===== config.mk =====
export PLATFORM = sky130hd
export DESIGN_NAME = fifo_st_source
export DESIGN_NICKNAME = d
export VERILOG_FILES = /design/src/rtl/fifo_st_source.sv
export SDC_FILE = /design/constraint.sdc
export NUM_CORES = 1
export LEC_CHECK = 0
export BUFFER_PORTS_ARGS = -buffer_cell sky130_fd_sc_hd__buf_2
export CAP_MARGIN = 20
export CORE_MARGIN = 2
export CORE_UTILIZATION = 55
export CTS_BUF_LIST = sky130_fd_sc_hd__clkbuf_2 sky130_fd_sc_hd__clkbuf_4 sky130_fd_sc_hd__clkbuf_8
export CTS_CLUSTER_SIZE = 28
export DETAILED_ROUTE_END_ITERATION = 8
export PLACE_DENSITY_LB_ADDON = 0.05
export SLEW_MARGIN = 0
export SYNTH_ARGS = -nofsm -noshare
export SYNTH_HDL_FRONTEND = slang
export SYNTH_SLANG_ARGS = --single-unit

===== constraint.sdc =====
create_clock -name clk_i -period 3.7 [get_ports clk_i]
set_clock_uncertainty 0.05 [all_clocks]
set_input_delay 0.37 -clock clk_i [delete_from_list [all_inputs] [get_ports clk_i]]
set_output_delay 0.37 -clock clk_i [all_outputs]
set_load 0.02 [all_outputs]

===== src/rtl/fifo_st_source.sv =====
// Avalon-ST source: pops a registered-output FIFO into a 3-entry skid buffer and presents beats with optional packet framing.
// Latency: fifo_rd_o in cycle t gives st_valid_o in cycle t+2 when the buffer is empty and the ready allowance is open.
// Backpressure: st_ready_i is honoured READY_LATENCY cycles later; refill stops once buffered plus in-flight words reach 3.
// Optional framing (st_sop_o/st_eop_o every PKT_LEN beats) is compiled in only when FIFO_ST_SOURCE_PKT_EN is defined.
module fifo_st_source #(
  parameter int DATABITS_PER_SYMBOL = 8,
  parameter int SYMBOLS_PER_BEAT    = 4,
  parameter int WIDTH               = DATABITS_PER_SYMBOL * SYMBOLS_PER_BEAT,
  parameter int READY_LATENCY       = 2,
  parameter int PKT_LEN             = 16
) (
  input  logic             clk_i,
  input  logic             rst_i,
  input  logic [WIDTH-1:0] fifo_data_i,
  input  logic             fifo_non_empty_i,
  output logic             fifo_rd_o,
  input  logic             st_ready_i,
  output logic             st_valid_o,
  output logic [WIDTH-1:0] st_data_o,
  output logic             st_sop_o,
  output logic             st_eop_o
);

  localparam int DEPTH = 3;

  generate
    if (READY_LATENCY < 0 || READY_LATENCY > 4 || PKT_LEN < 1 || PKT_LEN > 65535) begin : g_bad_cfg
      $error("fifo_st_source: READY_LATENCY must be 0..4 and PKT_LEN 1..65535");
    end
  endgenerate

  logic [WIDTH-1:0] mem [0:DEPTH-1];
  logic [1:0]       wr_ptr;
  logic [1:0]       rd_ptr;
  logic [1:0]       cnt;
  logic             inflight;
  logic [2:0]       occ;
  logic             allow;
  logic             xfer;

  // Circular pointer step over the three skid slots.
  function automatic logic [1:0] ptr_inc(input logic [1:0] p);
    return (p == 2'd2) ? 2'd0 : p + 2'd1;
  endfunction

  // Words already buffered plus the one still arriving from the FIFO; keeping
  // this below 3 before issuing a read is what makes overflow impossible.
  assign occ = {1'b0, cnt} + {2'b0, inflight};

  // Read issue depends only on local state, never on st_ready_i. Held low
  // during reset so no FIFO word is popped and then thrown away.
  assign fifo_rd_o = !rst_i && fifo_non_empty_i && (occ < 3'd3);

  // Ready allowance: st_ready_i itself at latency 0, else its delayed copy.
  generate
    if (READY_LATENCY == 0) begin : g_rl0
      assign allow = st_ready_i;
    end else begin : g_rl
      logic [READY_LATENCY:1] rdy_d;

      // Shift st_ready_i so rdy_d[k] is the ready seen k cycles ago.
      always_ff @(posedge clk_i) begin
        if (rst_i) begin
          rdy_d <= '0;
        end else begin
          rdy_d[1] <= st_ready_i;
          for (int k = 2; k <= READY_LATENCY; k++) begin
            rdy_d[k] <= rdy_d[k-1];
          end
        end
      end

      assign allow = rdy_d[READY_LATENCY];
    end
  endgenerate

  // At latency 0 the allowance is st_ready_i, so valid already implies ready;
  // at latency > 0 the sink must take every valid beat. Either way a valid
  // beat is a transfer.
  assign st_valid_o = !rst_i && (cnt != 2'd0) && allow;
  assign xfer       = st_valid_o;
  assign st_data_o  = mem[rd_ptr];

  // Skid buffer: capture the word read last cycle, retire on transfer.
  always_ff @(posedge clk_i) begin
    if (rst_i) begin
      cnt      <= 2'd0;
      inflight <= 1'b0;
      wr_ptr   <= 2'd0;
      rd_ptr   <= 2'd0;
      for (int i = 0; i < DEPTH; i++) begin
        mem[i] <= '0;
      end
    end else begin
      inflight <= fifo_rd_o;
      if (inflight) begin
        mem[wr_ptr] <= fifo_data_i;
        wr_ptr      <= ptr_inc(wr_ptr);
      end
      if (xfer) begin
        rd_ptr <= ptr_inc(rd_ptr);
      end
      case ({inflight, xfer})
        2'b10:   cnt <= cnt + 2'd1;
        2'b01:   cnt <= cnt - 2'd1;
        default: cnt <= cnt;
      endcase
    end
  end

`ifdef FIFO_ST_SOURCE_PKT_EN
  localparam logic [15:0] LAST_BEAT = 16'(PKT_LEN - 1);

  logic [15:0] bcnt;

  // Beat position within the current packet; reset restarts framing at sop.
  always_ff @(posedge clk_i) begin
    if (rst_i) begin
      bcnt <= 16'd0;
    end else if (xfer) begin
      bcnt <= (bcnt == LAST_BEAT) ? 16'd0 : bcnt + 16'd1;
    end
  end

  assign st_sop_o = st_valid_o && (bcnt == 16'd0);
  assign st_eop_o = st_valid_o && (bcnt == LAST_BEAT);
`else
  assign st_sop_o = 1'b0;
  assign st_eop_o = 1'b0;
`endif

endmodule


### After elaboration in Yosys (flattened, before gate mapping)

Memory sizes are Yosys's and may differ from the RTL's. A register that Yosys moved wholly into a read port is not among the register bits.
Cells that the tools add are included.

| storage, ports and cells | value |
|---|---|
| register bits after elaboration | 9 |
| memory bits (writable) | 96 |
| logic and storage cells | 37 |
| memories kept | 1 |

| operators by class | value |
|---|---|
| add/subtract/negate cells | 5 |
| order comparisons | 1 |
| equality and inequality tests | 4 |
| multiplexer cells | 13 |
| reductions and logical operators | 8 |

Memory list:

| memory | words | bits a word | rd ports | clocked after Yosys merged registers in | write ports | RTL line | text |
|---|---|---|---|---|---|---|---|
| mem | 3 | 32 | 1 | 1 | 3 | 32 | `logic [WIDTH-1:0] mem [0:DEPTH-1];` |

Operators by type and width:

| cell | number |
|---|---|
| $mux 32 | 1 |
| $reduce_or 32->1 | 1 |
| $mux 2 | 5 |
| $add 2x1->2 const B | 3 |
| $eq 2x2->1 const B | 3 |
| $mux 1 | 6 |
| $logic_and 1x1->1 | 4 |
| $pmux 2 s2 | 1 |
| $reduce_bool 2->1 | 2 |
| $add 2x1->3 | 1 |
| $lt 3x2->1 const B | 1 |
| $eq 2x1->1 const B | 1 |
| $sub 2x1->2 const B | 1 |
| $logic_not 1->1 | 1 |

### Depth between registers and ports, before layout

Gate-level depths: netlist of the first run.

| logic depth | value |
|---|---|
| word-level depth | 5 |
| gate-level depth with buffers | 6 |
| mapped depth without buffers | 6 |

### Worst setup path before layout of the first run

OpenSTA, ideal clock, no wires.

| path | value |
|---|---|
| kind | register to register |
| from | reg wr_ptr[1] |
| to | mem mem[0][0] (netlist bit) (enable) |
| arrival time | 2080 ps |
| slack | 1142 ps |
| stages on the path, launching flop included | 3 |
| buffers on the path | 0 |
| period minus slack after synthesis | 2558 ps |
| cells stage by stage | dfxtp_1 nand2b_2 o21bai_1 |

RTL lines:

| what | RTL line | text |
|---|---|---|
| from (decl) | 33 | `logic [1:0] wr_ptr;` |
| from (signal assigned) | 98 | `wr_ptr <= ptr_inc(wr_ptr);` |
| to (decl) | 32 |  |

==> results of run 1 <==
[synth_stat cells (all sizes together)]
library cell,instances
o21bai,2
conb,1
nand2b,3
a21oi,6
or3,2
nor2b,2
buf,13
mux4,32
dfxtp,11
clkbuf,7
nand2,6
edfxtp,128
and2b,1
o21ai,2
xor2,1
xnor2,1
or3b,1
mux2i,1
nor2,6
and2,96
nor3,2
inv,1
ha,3
[routing by layer]
layer | routed length, um | vias to the layer above | GRT usage, %
li1 | - | 1374 | -
met1 | 4660 | 1437 | 26.4
met2 | 5050 | 76 | 30.1
met3 | 506 | 14 | 4.84
met4 | 170 | 0 | 7.97
met5 | 0 | - | 0
[power breakdown]
part	switching [mW]	total [mW]	internal, mW	leakage [nW]
combinational	0.134	0.234	0.100	0.956
sequential	0.0245	1.80	1.78	1.38
clock	0.535	1.23	0.693	0.204
[placed cells by master (no fill, tap or decap), drive strengths merged, types with 2 or more instances in the layout]
cell type  Yosys  final
nand2b         3      3
o21bai         2      2
buf           13     75
or3            2      2
mux4          32     32
nor3           2      2
nand2          6      6
ha             3      3
o21ai          2      2
and2          96     96
dfxtp         11     11
edfxtp       128    128
bufinv         0      3
clkbuf         7     22
clkinv         0      6
a21oi          6      6
nor2b          2      2
nor2           6      6
conb           1      2
[layout make-up]
type | instances | area (um^2) | area share [%]
inverters | 1 | 3.75 | 0.0554
repair buffers | 75 | 430 | 6.35
clock inverters | 10 | 124 | 1.83
clock buffers | 22 | 272 | 4.01
flip-flops and latches | 139 | 4070 | 60.0
well taps | 136 | 170 | 2.51
multi-input cells | 169 | 1710 | 25.3
[stage by stage]
| stage | setup WS, ns | instance area (um^2) | std cells | hold WS [ns] | power (mW) |
|---|---|---|---|---|---|
| floorplan | 1.14 | 5900 | 329 | 0.364 | 1.97 |
| global placement | 1.51 | 6330 | 518 | 0.368 | 2.06 |
| detailed placement | 1.44 | 6330 | 518 | 0.375 | 2.07 |
| CTS | 0.968 | 6720 | 550 | 0.0636 | 3.28 |
| global route | 0.894 | 6780 | 552 | 0.0808 | 3.36 |
| finish | 1.08 | 6780 | 552 | 0.0953 | 3.26 |
[cell families (layout without fill, tap and decap cells)]
| group | after synthesis | in the layout | share of synthesized area [%] |
|---|---|---|---|
| fa+ha+maj | 3 | 3 | 0.637 |
| flops | 139 | 139 | 69.0 |
| mux | 33 | 33 | 12.4 |
| other cells | 1 | 2 | 0.0636 |
| compound gates | 10 | 10 | 0.934 |
| buf+inv | 21 | 108 | 2.59 |
| simple gates | 119 | 119 | 14.1 |
| xor+xnor | 2 | 2 | 0.297 |
[registers in the layout (all words and copies together), names as in the netlist, named ones only]
signal	flops
cnt	2
wr_ptr	2
inflight	1
g_rl.rdy_d	2
mem	128
rd_ptr	2
[how the worst min path moves through the flow]
| stage | from | endpoint | slack [ns] | cells past startpoint |
|---|---|---|---|---|
| 6_report | st_ready_i | g_rl.rdy_d[1] | 0.1 | 2 |
| 5_1_grt | fifo_data_i[2] | mem[3][2] | 0.08 | 1 |
| 4_1_cts | st_ready_i | g_rl.rdy_d[1] | 0.06 | 2 |
| 3_5_place_dp | g_rl.rdy_d[1] | g_rl.rdy_d[2] | 0.38 | 1 |
| 3_3_place_gp | g_rl.rdy_d[1] | g_rl.rdy_d[2] | 0.37 | 1 |
| 2_1_floorplan | g_rl.rdy_d[1] | g_rl.rdy_d[2] | 0.36 | 1 |
==> flow_summary.yaml, run 1 <==
outcome:
  status: "finished clean"
final_layout:
  layout-area-overhead-vs-synth_pct: 15.0
  insertedDiodeCount: 0
  finalCoreUtilization_pct: 65.4
  layout-drive-gt1-share_pct: 42.5
  nets: 442
  nFillCells: 763
clock_tree:
  htree_num_levels: 4
  cts_buffers: 17
  path_clk_slew_ns: 0.07
  postCtsResizedCells: 0
  cts_setup_buffers: 0
  clk_latency_ns: 0.42
  cts_tree: "done"
  ctsHoldBuffers: 0
  clockBufferDepth: 2
  cts_root_buf: "clkbuf_8"
  clock-sinks: 139
floorplan:
  dieArea_mm2: 0.0116
  chipHeight_um: 108
  initial_utilization_pct: 56.8
  core.rowCount: 37
  fp.coreArea_mm2: 0.0104
  die_x_um: 108
  pin_count: 72
sta:
  slew_violations: 0
  fmax_ghz: 0.381
  relSlewSlack_pct: 28.5
  final.setup.tns_ns: 0
  rsz0062_at_grt: "false"
  tightest_slew_ns: 1.07
  min_period_ns: 2.62
  finalSetupViolations: 0
  finalCritPeriodShare_pct: 70.9
  hold_violations: 0
logic_synthesis:
  synth_warnings: 0
  synth_cell_types: 30
  avgSynthCellArea_um2: 18.0
  synth_area_leaders: "edfxtp_1 (65%), mux4_2 (12%), and2_1 (7.0%)"
  synth_cells: 328
  netlist.area_leader.share_pct: 65.2
  yosysTopAreaCell: "edfxtp_1"
  ys_seq_area_share_pct: 69.0
  syn_area_mm2: 0.00589
  ys_ff_latch: 139
placement:
  port_buffers: 69
  gp_congestion: 0.730
  dp_hpwl_um: 5890
routing:
  vias: 2901
  ant_nets: 0
  drt_iter0_drc: 125
  routed_wl_um: 10400
  viasPerCell: 5.26
  drcViolationCount: 0
  routedWlPerCell_um: 18.8
  dr.pass1.iters: 4
setup_path:
  endpoint: "st_data_o[16]"
  path_delay_family: "flip-flops"
  crit_slowest_cell: "dfxtp_2"
  crit_path_start_kind: "flop"
  end_kind: "output port"
  path_depth: 3
  reg2reg_from: "wr_ptr[0]"
  crit_buf_inv: 2
  critical_path.max_fanout: 16
  ff2ff_setup_slack_ns: 1.61
  r2r_cells: 2
  arrival_ns: 2.20
  r2r_end: "mem[3][27]"
  cpPeakStageDelay_ns: 0.69
  crit_chain: "buf_4 -> mux4_2 -> buf_2"
  worst_ep_required_time_ns: 3.28
  crit_type: "reg -> out"
global_route:
  grt_pass1_wl_um: 16100
  grt_max_degree: 33
  grt_pass1_vias: 3012
  grt_overflow_total: 0
  grt_util_all_layers_pct: 19.4
  antenna_found_initial: 0
run:
  maxCapViolCount: 0
worst_hold_path:
  hold_class: "in -> reg"
power_and_ir_drop:
  p_per_area_mw_per_mm2: 481
  leakage_nw: 2.54
  ir_drop_mv: 0.281
(Power assumes the default switching activity.)
==> inputs of run 2 (changes only) <==
ABC_AREA = 1   (was unset)
CORE_UTILIZATION = 54   (was 55)
clock period = 2.4 ns   (was 3.7 ns; I/O delays follow)
==> flow_summary.yaml, run 2 <==
outcome:
  status: "finished clean"
floorplan:
  initial_utilization_pct: 56.1
  die_x_um: 108
  core.rowCount: 37
  dieArea_mm2: 0.0117
  chipHeight_um: 108
  pin_count: 72
  fp.coreArea_mm2: 0.0104
clock_tree:
  clock-sinks: 139
  path_clk_slew_ns: 0.07
  clockBufferDepth: 2
  cts_root_buf: "clkbuf_8"
  htree_num_levels: 4
  cts_buffers: 17
  cts_tree: "done"
  clk_latency_ns: 0.42
routing:
  viasPerCell: 5.26
  dr.pass1.iters: 4
  vias: 4062
  routedWlPerCell_um: 16.0
  routed_wl_um: 12400
  ant_nets: 0
  drcViolationCount: 0
  drt_iter0_drc: 227
final_layout:
  layout_common_cells: "nor2_1 (167), edfxtp_1 (128), buf_2 (69), o21ai_0 (63), inv_1 (44)"
  largest_register_ffs: 128
  largest-register: "mem"
  layout-area-overhead-vs-synth_pct: 20.5
  insertedDiodeCount: 0
  stdcell_count: 772
  nFillCells: 812
  layout-drive-gt1-share_pct: 20.4
  nets: 662
  final_common_cell: "nor2_1"
setup_path:
  critical_path.max_fanout: 24
  crit_type: "reg -> out"
  r2r_cells: 3
  ff2ff_setup_slack_ns: 0.78
  end_kind: "output port"
  arrival_ns: 1.83
  endpoint: "st_data_o[22]"
  reg2reg_from: "wr_ptr[1]"
  crit_path_start_kind: "flop"
  worst_ep_required_time_ns: 2.11
  r2r_end: "mem[3][5]"
sta:
  finalCritPeriodShare_pct: 88.5
  min_period_ns: 2.12
  rsz0062_at_grt: "false"
  final.setup.tns_ns: 0
  fmax_ghz: 0.471
  hold_violations: 0
  finalSetupViolations: 0
  holdWs_ns: 0.0353
  slew_violations: 0
placement:
  dp.cells: 707
  dp_hpwl_um: 7240
  gp_congestion: 0.769
  port_buffers: 69
logic_synthesis:
  yosysTopAreaCell: "edfxtp_1"
  ys.flop_type: "edfxtp_1"
  synth-simple-area-share_pct: 13.4
  muxShareOfSynthArea_pct: 0
  synth.top_cells.by_count: "nor2_1 (167), edfxtp_1 (128), o21ai_0 (63)"
  synth.most_common_cell: "nor2_1"
  synth_top_family_by_area: "simple AND/OR/NAND/NOR gates"
  ys_seq_area_share_pct: 69.6
  ys_ff_latch: 139
  synth-edff-count: 128
  netlist.area_leader.share_pct: 65.8
  synth-xor-area-share_pct: 0
  synth_cells: 515
  async_flop_share_pct: 0
  avgSynthCellArea_um2: 11.3
  synth_compound_area_share_pct: 9.69
  syn_area_mm2: 0.00584
  synth_cell_types: 25
  synth_area_leaders: "edfxtp_1 (66%), nor2_1 (11%), o21ai_0 (5.4%)"
  synthAdderAreaFrac_pct: 0.643
  synth_warnings: 0
power_and_ir_drop:
  p_per_area_mw_per_mm2: 705
  leakage_nw: 2.90
  ir_drop_mv: 0.419
  power.total_mw: 4.96
run:
  maxCapViolCount: 0
global_route:
  grt_pass1_vias: 4121
  grt_max_degree: 39
  grt_pass1_wl_um: 19900
  antenna_found_initial: 0
  grt_util_all_layers_pct: 22.7
  grt_overflow_total: 0
worst_hold_path:
  hp-start: "fifo_non_empty_i"
  hold_class: "in -> reg"
-- run 2: cell types whose count changed in the layout (fill, tap and decap cells not counted), moves of 30 or more --
cell           change
and2_1            -66
dlygate4sd3_1     +33
o22ai_1           +32
inv_1             +43
o21ai_0           +62
mux4_2            -32
and2_4            -30
nor2_1           +163
-- run 2: what timing repair did --
| action | in CTS | in global routing |
|---|---|---|
| buffers inserted | 0 | 0 |
| setup endpoints to repair | 0 | 0 |
| hold buffers | 33 | 0 |
| resized for setup | 0 | 0 |
| hold endpoints to repair | 33 | 0 |
-- run 2: kinds of logic after synthesis --
logic type                 after synthesis
and+or+nand+nor                        192
DFF                                    139
AOI/OAI and AO/OA                      103
buffers and inverters                   77
adders and majority gates                3
other                                    1
-- run 2: layout make-up --
cell class,count,area [um^2],share of cell area (%)
multi-input cells,300,1420,20.1
clock buffers,23,279,3.96
inverters,47,176,2.51
well taps,136,170,2.42
clock inverters,9,97.6,1.39
flip-flops and latches,139,4070,57.7
repair buffers,118,833,11.8
-- run 2: power breakdown --
group / leakage (nW) / switching [mW] / total (mW) / internal, mW
clock network: 0.193 / 0.820 / 1.80 / 0.980
logic: 1.33 / 0.258 / 0.408 / 0.149
registers: 1.37 / 0.0275 / 2.76 / 2.73
-- run 2: how the worst min path moves through the flow --
stage                    end  cells past startpoint  slack [ns]
2_1_floorplan  g_rl.rdy_d[1]                      1        0.26
3_3_place_gp   g_rl.rdy_d[2]                      2        0.36
3_5_place_dp   g_rl.rdy_d[2]                      2        0.36
4_1_cts             inflight                      3        0.01
5_1_grt             inflight                      3        0.05
6_report            inflight                      3        0.04
-- run 2: worst max-delay path, stage by stage (launching register included) --
cell,delay (ns)
dfxtp_2,0.49
buf_4,0.31
o21ai_0,0.16
o22ai_1,0.24
buf_2,0.21
-- run 2: per-layer routing --
layer / vias up / track usage (%) / share of wire [%]
li1: 1982 / - / -
met5: - / 0 / 0
met1: 1960 / 28.2 / 41
met2: 113 / 38.9 / 52
met4: 0 / 7.51 / 0.90
met3: 7 / 5.91 / 6.0
-- run 2: stage by stage --
step / cell area (um^2) / utilization [%] / setup slack, ns
after CTS: 7040 / 67.6 / 0.241
after detailed placement: 6330 / 60.8 / 0.737
final: 7040 / 67.6 / 0.277
after global placement: 6330 / 60.8 / 0.769
after global routing: 7040 / 67.6 / 0.114
after floorplan: 5860 / - / 0.262
==> inputs of run 3 (changes only) <==
ABC_AREA = unset   (was 1)
CELL_PAD_IN_SITES_DETAIL_PLACEMENT = 2   (was unset)
CELL_PAD_IN_SITES_GLOBAL_PLACEMENT = 2   (was unset)
CORE_UTILIZATION = 40   (was 54)
==> flow_summary.yaml, run 3 (synthesis gave the netlist of run 1 again) <==
power_and_ir_drop:
  p_sw_share_pct: 24.2
  p_sw_mw: 1.24
  p_per_area_mw_per_mm2: 707
  comb_power_share_pct: 8.3
  p_clk_share_pct: 37.4
  p_int_mw: 3.86
  seqPwrFrac_pct: 54.3
  ir_drop_mv: 0.429
  leakage_nw: 2.69
sta:
  rsz0062_at_grt: "false"
  slew_violations: 0
  hold_violations: 0
  final.setup.tns_ns: 0
  finalCritPeriodShare_pct: 91.6
  tightest_slew_ns: 0.972
  fin_ws_ns: 0.202
  fmax_ghz: 0.455
  finalSetupViolations: 0
  min_period_ns: 2.20
  relSlewSlack_pct: 35.0
global_route:
  grt_max_degree: 33
  grt_pass1_vias: 3626
  antenna_found_initial: 0
  grt_overflow_total: 0
  grt_pass1_wl_um: 20700
  grt_util_all_layers_pct: 18.0
outcome:
  status: "finished clean"
clock_tree:
  clock-sinks: 139
  cts_buffers: 17
  cts_setup_buffers: 0
  htree_num_levels: 4
  path_clk_slew_ns: 0.08
  cts_tree: "done"
  postCtsResizedCells: 0
  ctsHoldBuffers: 34
  clk_latency_ns: 0.44
  cts_root_buf: "clkbuf_8"
  clockBufferDepth: 2
setup_path:
  critical_path.max_fanout: 17
  arrival_ns: 1.91
  worst_ep_required_time_ns: 2.11
  crit_path_start_kind: "flop"
  r2r_end: "mem[1][20]"
  ff2ff_setup_slack_ns: 0.40
  crit_type: "reg -> out"
  endpoint: "st_data_o[10]"
  end_kind: "output port"
  reg2reg_from: "wr_ptr[0]"
  r2r_cells: 3
run:
  maxCapViolCount: 0
final_layout:
  final_common_cell: "edfxtp_1"
  largest-register: "mem"
  nets: 483
  layout_common_cells: "edfxtp_1 (128), buf_2 (69), and2_1 (66), dlygate4sd3_1 (34), mux4_2 (32)"
  stdcell_count: 641
  layout-area-overhead-vs-synth_pct: 22.3
  largest_register_ffs: 128
  layout-drive-gt1-share_pct: 40.9
  insertedDiodeCount: 0
routing:
  vias: 3142
  drcViolationCount: 0
  routed_wl_um: 13100
  drt_iter0_drc: 96
  dr.pass1.iters: 4
  viasPerCell: 4.90
  routedWlPerCell_um: 20.5
  ant_nets: 0
worst_hold_path:
  hp-start: "rst_i"
  hold_class: "in -> reg"
placement:
  gp_congestion: 0.697
  pre_cts_ws_ns: 0.352
  dp.cells: 575
  port_buffers: 69
  dp_hpwl_um: 8030
floorplan:
  fp.coreArea_mm2: 0.0145
  chipHeight_um: 125
  die_x_um: 125
  core.rowCount: 44
  pin_count: 72
  dieArea_mm2: 0.0157
  initial_utilization_pct: 40.7
run 3: cell types whose count changed in the layout (fill, tap and decap cells not counted), moves of 4 or more:
cell,delta
and2_4,+30
nor2_1,-163
mux4_2,+32
clkinvlp_4,+4
and2_1,+66
inv_6,+4
a21oi_1,+5
o21ai_0,-62
inv_1,-43
o22ai_1,-32
nand2_1,-5
clkbuf_4,-6
run 3: per-stage QoR:
step           instance area (um^2)  total power, mW  hold WS, ns  utilization, %
4_1_cts                        7210             5.17       0.0965            49.8
6_report                       7210             5.10        0.122            49.8
3_3_place_gp                   6470             3.20        0.384            44.7
3_5_place_dp                   6470             3.21        0.397            44.7
2_1_floorplan                  5910             3.04        0.262               -
5_1_grt                        7210             5.31        0.102            49.8
run 3: layout make-up:
class	instances	area, um^2
Sequential cell	139	4070
Fill cell	1335	7270
Timing Repair Buffer	116	796
Clock buffer	17	234
Tap cell	184	230
Clock inverter	15	166
Inverter	1	3.75
Multi-Input combinational cell	169	1710
run 3: worst max-delay path: stages (launching register included):
cell and delay, ns:
dfxtp_2 0.33, buf_4 0.35, mux4_2 0.59, buf_2 0.18
run 3: worst min-delay path by stage:
stage	slack, ns	end	depth (start not counted)
floorplan	0.26	g_rl.rdy_d[2]	1
global placement	0.38	g_rl.rdy_d[2]	1
detailed placement	0.40	g_rl.rdy_d[2]	1
CTS	0.1	wr_ptr[0]	2
global route	0.10	wr_ptr[0]	2
finish	0.12	wr_ptr[0]	2
run 3: per-layer routing:
metal  wire, um  GRT usage (%)  share of wire, %
met1       5660           22.2                43
met2       6890           30.7                53
met3        436           5.18               3.3
met4        138           5.49               1.1
met5          0              0                 0
run 3: power groups by stage:
stage / clock network [mW] / logic (mW) / registers, mW
5_1_grt: 2.08 / 0.456 / 2.78
4_1_cts: 1.97 / 0.430 / 2.77
3_5_place_dp: 0 / 0.385 / 2.83
3_3_place_gp: 0 / 0.376 / 2.82
6_report: 1.91 / 0.421 / 2.77
2_1_floorplan: 0 / 0.233 / 2.81
